### src/rtl/laser_pkg.sv
// Shared types and constants for the player laser shot.
package laser_pkg;

    localparam int unsigned COORD_W = 11;
    localparam int unsigned LASER_W = 8;
    localparam int unsigned CNT_W   = 8;

    typedef enum logic [1:0] {
        IDLE = 2'd0,
        FLY  = 2'd1,
        COOL = 2'd2
    } state_t;

    typedef struct packed {
        logic [COORD_W-1:0] x;
        logic [COORD_W-1:0] y;
    } coord_t;

    // Spawn row above the plane, clamped at the screen top.
    function automatic logic [COORD_W-1:0] spawn_row(input logic [COORD_W-1:0] plane_y,
                                                     input logic [COORD_W-1:0] laser_h);
        return (plane_y < laser_h) ? '0 : plane_y - laser_h;
    endfunction

endpackage

### src/rtl/laser_launcher_fire_edge_sync.sv
// Two-flop synchroniser for the raw fire button plus a rising-edge detector on the
// synchronised level.
module fire_edge_sync (
    input  logic clk,
    input  logic rst,
    input  logic async_in,
    output logic level,
    output logic rise
);

    logic meta_q;
    logic sync_q;
    logic prev_q;

    always_ff @(posedge clk or negedge rst) begin
        if (!rst) begin
            meta_q <= 1'b0;
            sync_q <= 1'b0;
            prev_q <= 1'b0;
        end else begin
            meta_q <= async_in;
            sync_q <= meta_q;
            prev_q <= sync_q;
        end
    end

    assign level = sync_q;
    assign rise  = sync_q & ~prev_q;

endmodule

### src/rtl/laser_launcher.sv
// Player laser shot: launch on frame_tick, rise per frame, retire on top exit or hit, then cool down.
// Optional LASER_AUTOFIRE_EN: the held fire level (not just its edge) re-arms the launcher.
module laser_launcher
    import laser_pkg::*;
#(
    parameter int unsigned SPEED    = 4,
    parameter int unsigned COOLDOWN = 8,
    parameter int unsigned PLANE_W  = 32,
    parameter int unsigned LASER_H  = 8
) (
    input  logic               clk,
    input  logic               rst,
    input  logic               frame_tick,
    input  logic               fire,
    input  logic [COORD_W-1:0] plane_x,
    input  logic [COORD_W-1:0] plane_y,
    input  logic               hit,
    output logic [COORD_W-1:0] laser_ox,
    output logic [COORD_W-1:0] laser_oy,
    output logic               laser_active,
    output logic               shot_fired
);

    localparam logic [COORD_W-1:0] X_OFF   = COORD_W'(PLANE_W / 2) - COORD_W'(LASER_W / 2);
    localparam logic [COORD_W-1:0] SPEED_C = COORD_W'(SPEED);
    localparam logic [COORD_W-1:0] H_C     = COORD_W'(LASER_H);
    localparam logic [CNT_W-1:0]   COOL_C  = CNT_W'(COOLDOWN);

    logic fire_level;
    logic fire_rise;
    logic set_req;

    fire_edge_sync u_fire_sync (
        .clk      (clk),
        .rst      (rst),
        .async_in (fire),
        .level    (fire_level),
        .rise     (fire_rise)
    );

`ifdef LASER_AUTOFIRE_EN
    assign set_req = fire_level;
`else
    assign set_req = fire_rise & fire_level;
`endif

    state_t             state_q, state_d;
    coord_t             pos_q, pos_d;
    logic               active_q, active_d;
    logic               shot_q, shot_d;
    logic               pending_q, pending_d;
    logic [CNT_W-1:0]   cnt_q, cnt_d;

    always_ff @(posedge clk or negedge rst) begin
        if (!rst) begin
            state_q   <= IDLE;
            pos_q     <= '0;
            active_q  <= 1'b0;
            shot_q    <= 1'b0;
            pending_q <= 1'b0;
            cnt_q     <= '0;
        end else begin
            state_q   <= state_d;
            pos_q     <= pos_d;
            active_q  <= active_d;
            shot_q    <= shot_d;
            pending_q <= pending_d;
            cnt_q     <= cnt_d;
        end
    end

    // Next state; launches wait for frame_tick so the sprite never tears mid-frame.
    always_comb begin
        state_d   = state_q;
        pos_d     = pos_q;
        active_d  = active_q;
        shot_d    = 1'b0;
        pending_d = pending_q;
        cnt_d     = cnt_q;
        case (state_q)
            IDLE: begin
                if ((pending_q || set_req) && frame_tick) begin
                    state_d   = FLY;
                    pos_d.x   = plane_x + X_OFF;
                    pos_d.y   = spawn_row(plane_y, H_C);
                    active_d  = 1'b1;
                    shot_d    = 1'b1;
                    pending_d = 1'b0;
                end else begin
                    pending_d = pending_q | set_req;
                end
            end
            FLY: begin
                // hit outranks frame_tick; compare before subtracting so oy never wraps
                if (hit || (frame_tick && (pos_q.y < SPEED_C))) begin
                    state_d  = COOL;
                    active_d = 1'b0;
                    cnt_d    = COOL_C;
                end else if (frame_tick) begin
                    pos_d.y = pos_q.y - SPEED_C;
                end
            end
            COOL: begin
                if (cnt_q == '0) begin
                    state_d = IDLE;
                end else if (frame_tick) begin
                    cnt_d = cnt_q - CNT_W'(1);
                end
            end
            default: begin
                state_d = IDLE;
            end
        endcase
    end

    assign laser_ox     = pos_q.x;
    assign laser_oy     = pos_q.y;
    assign laser_active = active_q;
    assign shot_fired   = shot_q;

endmodule

### config.mk
export PLATFORM = sky130hd
export DESIGN_NAME = laser_launcher
export DESIGN_NICKNAME = d
export VERILOG_FILES = /design/src/rtl/laser_pkg.sv /design/src/rtl/laser_launcher_fire_edge_sync.sv /design/src/rtl/laser_launcher.sv
export SDC_FILE = /design/constraint.sdc
export NUM_CORES = 1
export LEC_CHECK = 0
export CORE_UTILIZATION = 30
export CTS_CLUSTER_SIZE = 14
export DETAILED_ROUTE_END_ITERATION = 8
export PLACE_DENSITY = 0.63
export SYNTH_ARGS = -nofsm -noshare
export SYNTH_HDL_FRONTEND = slang
export SYNTH_SLANG_ARGS = --single-unit
### constraint.sdc
create_clock -name clk -period 3.7 [get_ports clk]
set_input_delay 0.74 -clock clk [delete_from_list [all_inputs] [get_ports clk]]
set_output_delay 0.74 -clock clk [all_outputs]
set_load 0.005 [all_outputs]
After elaboration in Yosys (flattened, before gate mapping)
Cells that the tools add are included.
{"block": "totals", "reg_bits": 38, "output_inout_bits": 24, "elab_cells": 61, "input_bits": 27}
{"block": "classes", "n_bitwise": 4, "add_sub_neg": 4, "mux": 19, "reduce_logical": 13, "n_eq_ne": 9, "n_lt_le_gt_ge": 2}
{"operator": "11-bit two-way mux", "count": 4}
{"operator": "8-bit two-way mux", "count": 3}
{"operator": "11-bit one-hot mux with 2 select lines", "count": 1}
{"operator": "8-bit one-hot mux with 2 select lines", "count": 1}
{"operator": "2-bit inequality test, second input constant", "count": 7}
{"operator": "11-bit by 4-bit adder with 11-bit output, second input constant", "count": 1}
{"operator": "11-bit by 3-bit less-than comparator with 1-bit output, second input constant", "count": 1}
{"operator": "11-bit by 4-bit less-than comparator with 1-bit output, second input constant", "count": 1}
{"operator": "11-bit by 3-bit subtractor with 11-bit output, second input constant", "count": 1}
{"operator": "11-bit by 4-bit subtractor with 11-bit output, second input constant", "count": 1}
{"operator": "8-bit zero test", "count": 1}
{"operator": "4-bit AND reduction", "count": 2}
{"operator": "8-bit by 1-bit subtractor with 8-bit output, second input constant", "count": 1}
{"operator": "2-bit two-way mux", "count": 3}
{"operator": "2-bit one-hot mux with 3 select lines", "count": 1}
{"operator": "3-bit AND reduction", "count": 2}
{"operator": "1-bit two-way mux", "count": 5}
{"operator": "2-bit nonzero test", "count": 2}
{"operator": "1-bit AND", "count": 2}
{"operator": "2-bit by 1-bit == test with 1-bit output, second input constant", "count": 1}
{"operator": "2-bit == test, second input constant", "count": 1}
{"operator": "1-bit logical AND", "count": 2}
{"operator": "2-bit zero test", "count": 1}
{"operator": "1-bit logical OR", "count": 2}
{"operator": "other kinds (4)", "count": 4}

Depth between registers and ports, before layout
{"block": "depth", "ltp_word": 7, "ltp_mapped": 8}

Modules after synthesis
Synthesis repeated with hierarchy kept, for this count alone.
{"block": "hier_totals", "cells_unflattened": 224, "hier_area_um2": 2049.5}
{"mod": "laser_launcher", "area_each_um2": 1960.6, "cells_per_inst": 220, "n_inst": 1}
{"mod": "fire_edge_sync", "area_each_um2": 88.8, "cells_per_inst": 4, "n_inst": 1}

Least setup slack after synthesis
No wires, ideal clock.
{"block": "synth_timing", "path_kind": "input to register", "from": "input plane_y[7]", "to": "register pos_q, in the netlist laser_oy[10]", "stages": 5, "t_required_ps": 3579, "setup_slack_ps": 1686, "setup_ps": 121, "arrival_time_ps": 1893, "path_cell_list": "or4_1 nor4_2 mux2i_1 o21ai_0 a22o_1"}
{"block": "synth_via", "elab_chain_len": 4, "elab_cells_between_ends": 5, "cone_classes": "add/sub: 1; order compare: 1; mux: 3"}
{"element": "from (decl)", "line_no": "laser_launcher.sv:16", "source": "input logic [COORD_W-1:0] plane_y,"}
{"element": "11-bit by 4-bit subtractor with 11-bit output / 11-bit by 4-bit less-than comparator with 1-bit output (equally long branches)", "line_no": "laser_pkg.sv:22", "source": "return (plane_y < laser_h) ? '0 : plane_y - laser_h;"}
{"element": "11-bit two-way mux *", "line_no": "laser_pkg.sv:22"}
{"element": "11-bit two-way mux *", "line_no": "laser_launcher.sv:82", "source": "if ((pending_q || set_req) && frame_tick) begin"}
{"element": "11-bit one-hot mux with 2 select lines *", "line_no": "laser_launcher.sv:80", "source": "case (state_q)"}
{"element": "to (signal assigned)", "line_no": "laser_launcher.sv:64", "source": "pos_q <= pos_d;"}
{"element": "to (decl)", "line_no": "laser_launcher.sv:48", "source": "coord_t pos_q, pos_d;"}
Every way passes the cells marked *; elsewhere a longest branch is shown, timed or not. The select of a mux whose other input is x is not followed.
A chain may end at the register's enable or synchronous reset.

Worst setup path after layout
{"block": "layout_timing", "from": "input plane_y[3]", "to": "register pos_q, in the netlist laser_oy[8]"}
Same word-level chain as after synthesis.

==> results by group <==
Final layout
  • Most frequent cells in the layout: 49 x clkdlybuf4s50_1, 38 x dfrtp_1, 25 x nand2_1, 24 x o21ai_0
  • Nets: 294
  • N_diodes: 0
  • Cell Count, Final, Fillers Out: 340
  • Layout cell share with drive strength beyond 1: 6.844%
  • Non-Filler Cell Area, Final: 2720 µm²
  • Most common cell after layout, fill and taps aside: clkdlybuf4s50_1
  • Area growth syn-to-layout: 32.72%
  • Filler cell count: 653

Floorplan
  • Die width: 84.66 µm
  • DIE HEIGHT: 84.66 µm
  • Core Area: 6459 µm²
  • I/O Pins: 51
  • # rows: 29
  • Die area: 7166 µm²
  • Starting density of the core: 31.73%

Job
  • Max Cap Violations: 0

Worst setup path
  • Startpoint types: primary input
  • Number of cells on the worst reg-to-reg path: 5
  • Worst setup path start: plane_y[3]
  • Critical Path AT: 2.61 ns
  • Worst path required time: 3.90 ns
  • Reg2reg setup slack: 1.83 ns
  • RR Startpoint: cnt_q[3]
  • Worst reg2reg endpoint: cnt_q[6]
  • Critical path destination: laser_oy[8]
  • Crit Path Max Fanout: 6
  • CP Class: primary input to flop
  • CP Capture Type: flop

GRT
  • Largest net degree at the start of global routing: 39
  • Global-route wire length before repair: 7.576 mm
  • Initial antenna violation count: 0
  • Global-route usage over all layers: 13.38%
  • Number of global-route vias before repair: 1565
  • Global route overflow: 0

CTS
  • Clock tree root buffer cell: clkbuf_8
  • Setup bufs post-CTS: 0
  • CTS Buffer Depth: 2
  • H-tree depth: 2
  • Clk slew on worst S/H paths: 0.08 ns
  • TritonCTS clock tree: built
  • Clk_lat worst skew: 0.30 ns
  • CTS buffer count: 5
  • Post-CTS Hold Fix Bufs: 0
  • CTS resizes: 0
  • Clk sinks: 38

Pwr
  • Pwr Density: 678.1 nW/µm²
  • Cell Int Power: 1.177 mW
  • Net Sw Frac: 36.19%
  • Worst vdd ir: 0.2936 mV
  • Leak: 1.127 nW
  • Reg power frac: 40.9%
  • Clock power share: 17.0%
  • Share of total power in combinational logic: 42.1%
  • Switch Pwr: 0.6676 mW
  • Pwr Total: 1.845 mW

Drt
  • Via density: 4.971
  • DR vias: 1690
  • Final WL: 4.438 mm
  • WL/cell: 13.05 µm
  • Drt pass-1 iters: 6
  • DRC Markers: 0
  • Routed Antenna Nets: 0
  • 1st-iter DRT viols: 145

Yosys
  • Ys Warns: 0
  • Asr flop ratio synth: 100.0%
  • Synthesized cell area: 2049 µm²
  • Sequential area share after synthesis: 46.40%
  • Yosys reg bits: 38
  • Most common flop cell mapped by yosys: dfrtp_1
  • Synth unique cells: 44
  • Post-synth EDFFs: 0
  • Syn Inst Count: 211
  • Syn Nets: 243
  • Synthesized area per cell: 9.713 µm²

Worst hold path
  • Worst hold path type: flop to flop

Timing
  • Fin crit share: 65.26%
  • Worst Tran Pin Value: 0.8547 ns
  • Final Hold Fails: 0
  • Setup-failing EPs final: 0
  • Setup_tns: 0 ns
  • RSZ-0062 raised after global routing: no
  • Max Fclk: 414.1 MHz
  • Max Clock Skew: 0.01168 ns
  • Final WS setup: 1.285 ns
  • Rel. slew slack: 43.02%
  • Final worst path period need: 2.415 ns
  • Max-slew violations: 0

Place
  • Post-DP HPWL: 3.272 mm
  • Placed cell area: 2621 µm²
  • Place WS: 0.9883 ns
  • Placed instance count: 332
  • IO Port Bufs: 50
  • Gp weighted congestion: 0.7697

Run status
  • Status: finished, final reports clean
==> cell type report <==
class                   count  area (µm²)  area share, %
clock buffers               6       82.58          3.036
clock inverters             2       16.27         0.5980
inverters                  13       48.80          1.794
multi-input cells         153        1022          37.58
flip-flops and latches     38       950.9          34.96
well taps                  77       96.34          3.542
repair buffers             51       503.0          18.49
==> synthesized netlist by cell type (3+ instances only) <==
cell type | n | area, µm²
a22o_1 | 7 | 61.31
clkbuf_1 | 6 | 22.52
dfrtp_1 | 38 | 950.9
ha_1 | 5 | 62.56
inv_1 | 13 | 48.80
nand2_1 | 25 | 93.84
nand2b_1 | 5 | 31.28
nand3_1 | 3 | 15.01
nand3b_1 | 3 | 22.52
nor2_1 | 13 | 48.80
nor2b_1 | 3 | 18.77
nor3_1 | 3 | 15.01
nor3b_1 | 4 | 30.03
nor4_1 | 6 | 37.54
o21a_1 | 3 | 22.52
o21ai_0 | 24 | 120.1
xnor2_1 | 8 | 70.07
xor2_1 | 7 | 61.31
==> metrics by stage <==
step	util (%)	hold WS, ns
CTS	42.12	0.3578
detailed placement	40.59	0.3379
global route	42.12	0.3592
finish	42.12	0.3548
floorplan	-	0.3312
global placement	40.59	0.3314
==> metal layers <==
metal	vias to the layer above	share of wire [%]	track usage, %
li1	860	-	-
met1	783	51	19.21
met2	41	43	19.51
met3	6	4.8	3.736
met4	0	1.3	4.160
met5	-	0	0
==> power groups by stage <==
stage / sequential (mW) / combinational [mW] / clock, mW
3_3_place_gp: 0.763 / 0.770 / 0
3_5_place_dp: 0.762 / 0.786 / 0
4_1_cts: 0.758 / 0.785 / 0.320
6_report: 0.755 / 0.776 / 0.314
2_1_floorplan: 0.733 / 0.417 / 0
5_1_grt: 0.783 / 0.861 / 0.336
==> cell families (layout without fill, tap and decap cells) <==
kind of cell / after synthesis / count (layout) / share of synthesized area [%]
compound gates: 52 / 52 / 17.83
xor+xnor: 15 / 15 / 6.410
fa+ha+maj: 5 / 5 / 3.053
buf+inv: 20 / 72 / 3.724
flops: 38 / 38 / 46.40
mux: 4 / 4 / 2.076
simple gates: 77 / 77 / 20.51
==> flip-flops by register name, summed over array words and instances (netlist names) <==
name / flops
laser_oy: 11
u_fire_sync.level: 1
laser_active: 1
u_fire_sync.meta_q: 1
laser_ox: 11
cnt_q: 8
pending_q: 1
state_q: 2
u_fire_sync.prev_q: 1
shot_fired: 1
==> worst max-delay path, stage by stage <==
cell and delay [ns]:
clkdlybuf4s50_1 0.50, inv_1 0.10, ha_1 0.26, nor3b_1 0.36, nor2_1 0.07, mux2i_1 0.19
o32ai_1 0.13, a22o_1 0.27
==> how the worst min path moves through the flow <==
stage	from	endpoint	slack (ns)	cells past startpoint
final	u_fire_sync.meta_q	u_fire_sync.level	0.35	0
after global routing	u_fire_sync.meta_q	u_fire_sync.level	0.36	0
after CTS	u_fire_sync.meta_q	u_fire_sync.level	0.36	0
after detailed placement	u_fire_sync.meta_q	u_fire_sync.level	0.34	0
after global placement	u_fire_sync.meta_q	u_fire_sync.level	0.33	0
after floorplan	u_fire_sync.meta_q	u_fire_sync.level	0.33	0
No activity file was read; power rests on OpenSTA's default activity.
==> RTL change, RTL diff (config.mk and constraints unchanged) <==
Change the package constant `CNT_W` from 8 to 10.
--- a/src/rtl/laser_pkg.sv
+++ b/src/rtl/laser_pkg.sv
@@ -5,3 +5,3 @@
     localparam int unsigned LASER_W = 8;
-    localparam int unsigned CNT_W   = 8;
+    localparam int unsigned CNT_W   = 10;
 
Function: same outputs for any inputs over 10 cycles, from zero or initial values and one cycle with rst low; that may be too few to reach the edited logic, so the function may still have changed.
==> RTL change against the original RTL <==
- register-to-register slack lost 0.30 ns
- power up 6.1%
- worst setup slack lost 0.35 ns
- synthesized area grew 5.8%
- sequential share of layout area is 0.14 points higher
- clock skew decreased by 0.0020 ns
- final area rose by 4.8%
- sequential cell count grew 2
- routed wire length up 9.4%
- clock power decreased by 4%
- first-iteration DRC count is 37% lower
- critical path type unchanged
==> RTL change: results (changes against the original RTL) <==
Timing
  • Setup Skew: 0.009724 ns (-0.001953 ns)
  • Slew margin rel.: 39.03% (-4.0 points)
  • Worst hold slack: 0.3559 ns (+0.001164 ns)
  • Final Cycle Share: 74.76% (+9.5 points)

Run status
  • Status: finished, final reports clean

Clock network
  • CTS sink count: 40 (+5.3%)

Drt
  • Final WL: 4.855 mm (+9.4%)
  • Vias per cell: 4.819 (-3.0%)
  • Drt pass-1 iters: 4 (-2)

Synth
  • Synth unique cells: 52 (+18%)
  • Post-synthesis sequential area ratio: 46.16% (-0.24 points)
  • Synth cell count leaders: 40 x dfrtp_1, 28 x nand2_1, 24 x o21ai_0
  • Synth Area in Adders: 2.885% (-0.17 points)
  • Top post-synthesis cells by area: dfrtp_1 46%, o21ai_0 5.5%, nand2_1 4.8%, xnor2_1 4.0%, ha_1 2.9%
  • Post-Syn Instances: 225 (+6.6%)
  • Compound-Gate Fraction of Synth Area: 19.27% (+1.4 points)
  • Xor and xnor area share after synthesis: 6.463% (+0.053 points)
  • Syn nets: 257 (+5.8%)
  • Mux contribution to synthesized area: 0.4616% (-1.6 points)

Setup path
  • Critical path peak fanout: 4 (-2)
  • Worst reg-to-reg setup slack: 1.53 ns (-0.30 ns)
  • End of the worst register-to-register path: cnt_q[2]
  • R2R Path Start: laser_oy[2]

Place
  • Area post-placement: 2761 um2 (+5.3%)
  • Post-Place Cells: 368 (+11%)
  • Place WS: 0.6196 ns (-0.3687 ns)
  • Detailed Place HPWL: 3.498 mm (+6.9%)
  • Routability cong.: 0.7675 (-0.29%)

Power
  • Max VDD drop: 0.0002784 V (-5.2%)
  • Internal power: 1.210 mW (+2.8%)
  • Clock net power: 300 uW (-4%)
  • Combinational power: 865 uW (+11%)
  • Combinational share of power: 44.2% (+2.1 points)

Global routing
  • Tot GR Track Use: 14.12% (+0.74 points)
  • First-pass GRT wire length: 8.355 mm (+10%)
  • Vias in the first global route: 1,772 (+13%)

Finish
  • Fill cell count: 685 (+4.9%)
  • Layout cells sized above 1: 7.500% (+0.66 points)
  • Nets: 311 (+5.8%)
## RTL change: cells by family after synthesis
kind of cell               count (synthesis)
DFF                                       40
and+or+nand+nor                           85
buffers and inverters                     18
muxes                                      1
xor gates and xnor gates                  16
AOI/OAI and AO/OA                         60
adders and majority gates                  5
## RTL change: area by class of cell
type	instances	area, um2	area share, %
multi-input combinational	167	1081	37.91
sequential	40	1001	35.10
timing repair buffer	52	510.5	17.90
tap	96	120.1	4.212
clock buffer	5	68.82	2.413
inverter	13	48.80	1.711
clock inverter	3	21.27	0.7459
## RTL change: layer usage
layer  part of all wire, %  global-route usage [%]  up-vias
met4                  0.49                   3.636        0
met1                    48                   19.92      855
met2                    46                   21.98       34
met3                   4.8                   2.938        2
met5                     0                       0        -
li1                      -                       -      921
## RTL change: worst max-delay path: stages
cell and delay [ns]:
clkdlybuf4s50_1 0.46, inv_1 0.08, ha_1 0.19, or3b_4 0.41, or3_4 0.37, o31ai_2 0.31, o32ai_1 0.15, a22o_1 0.24
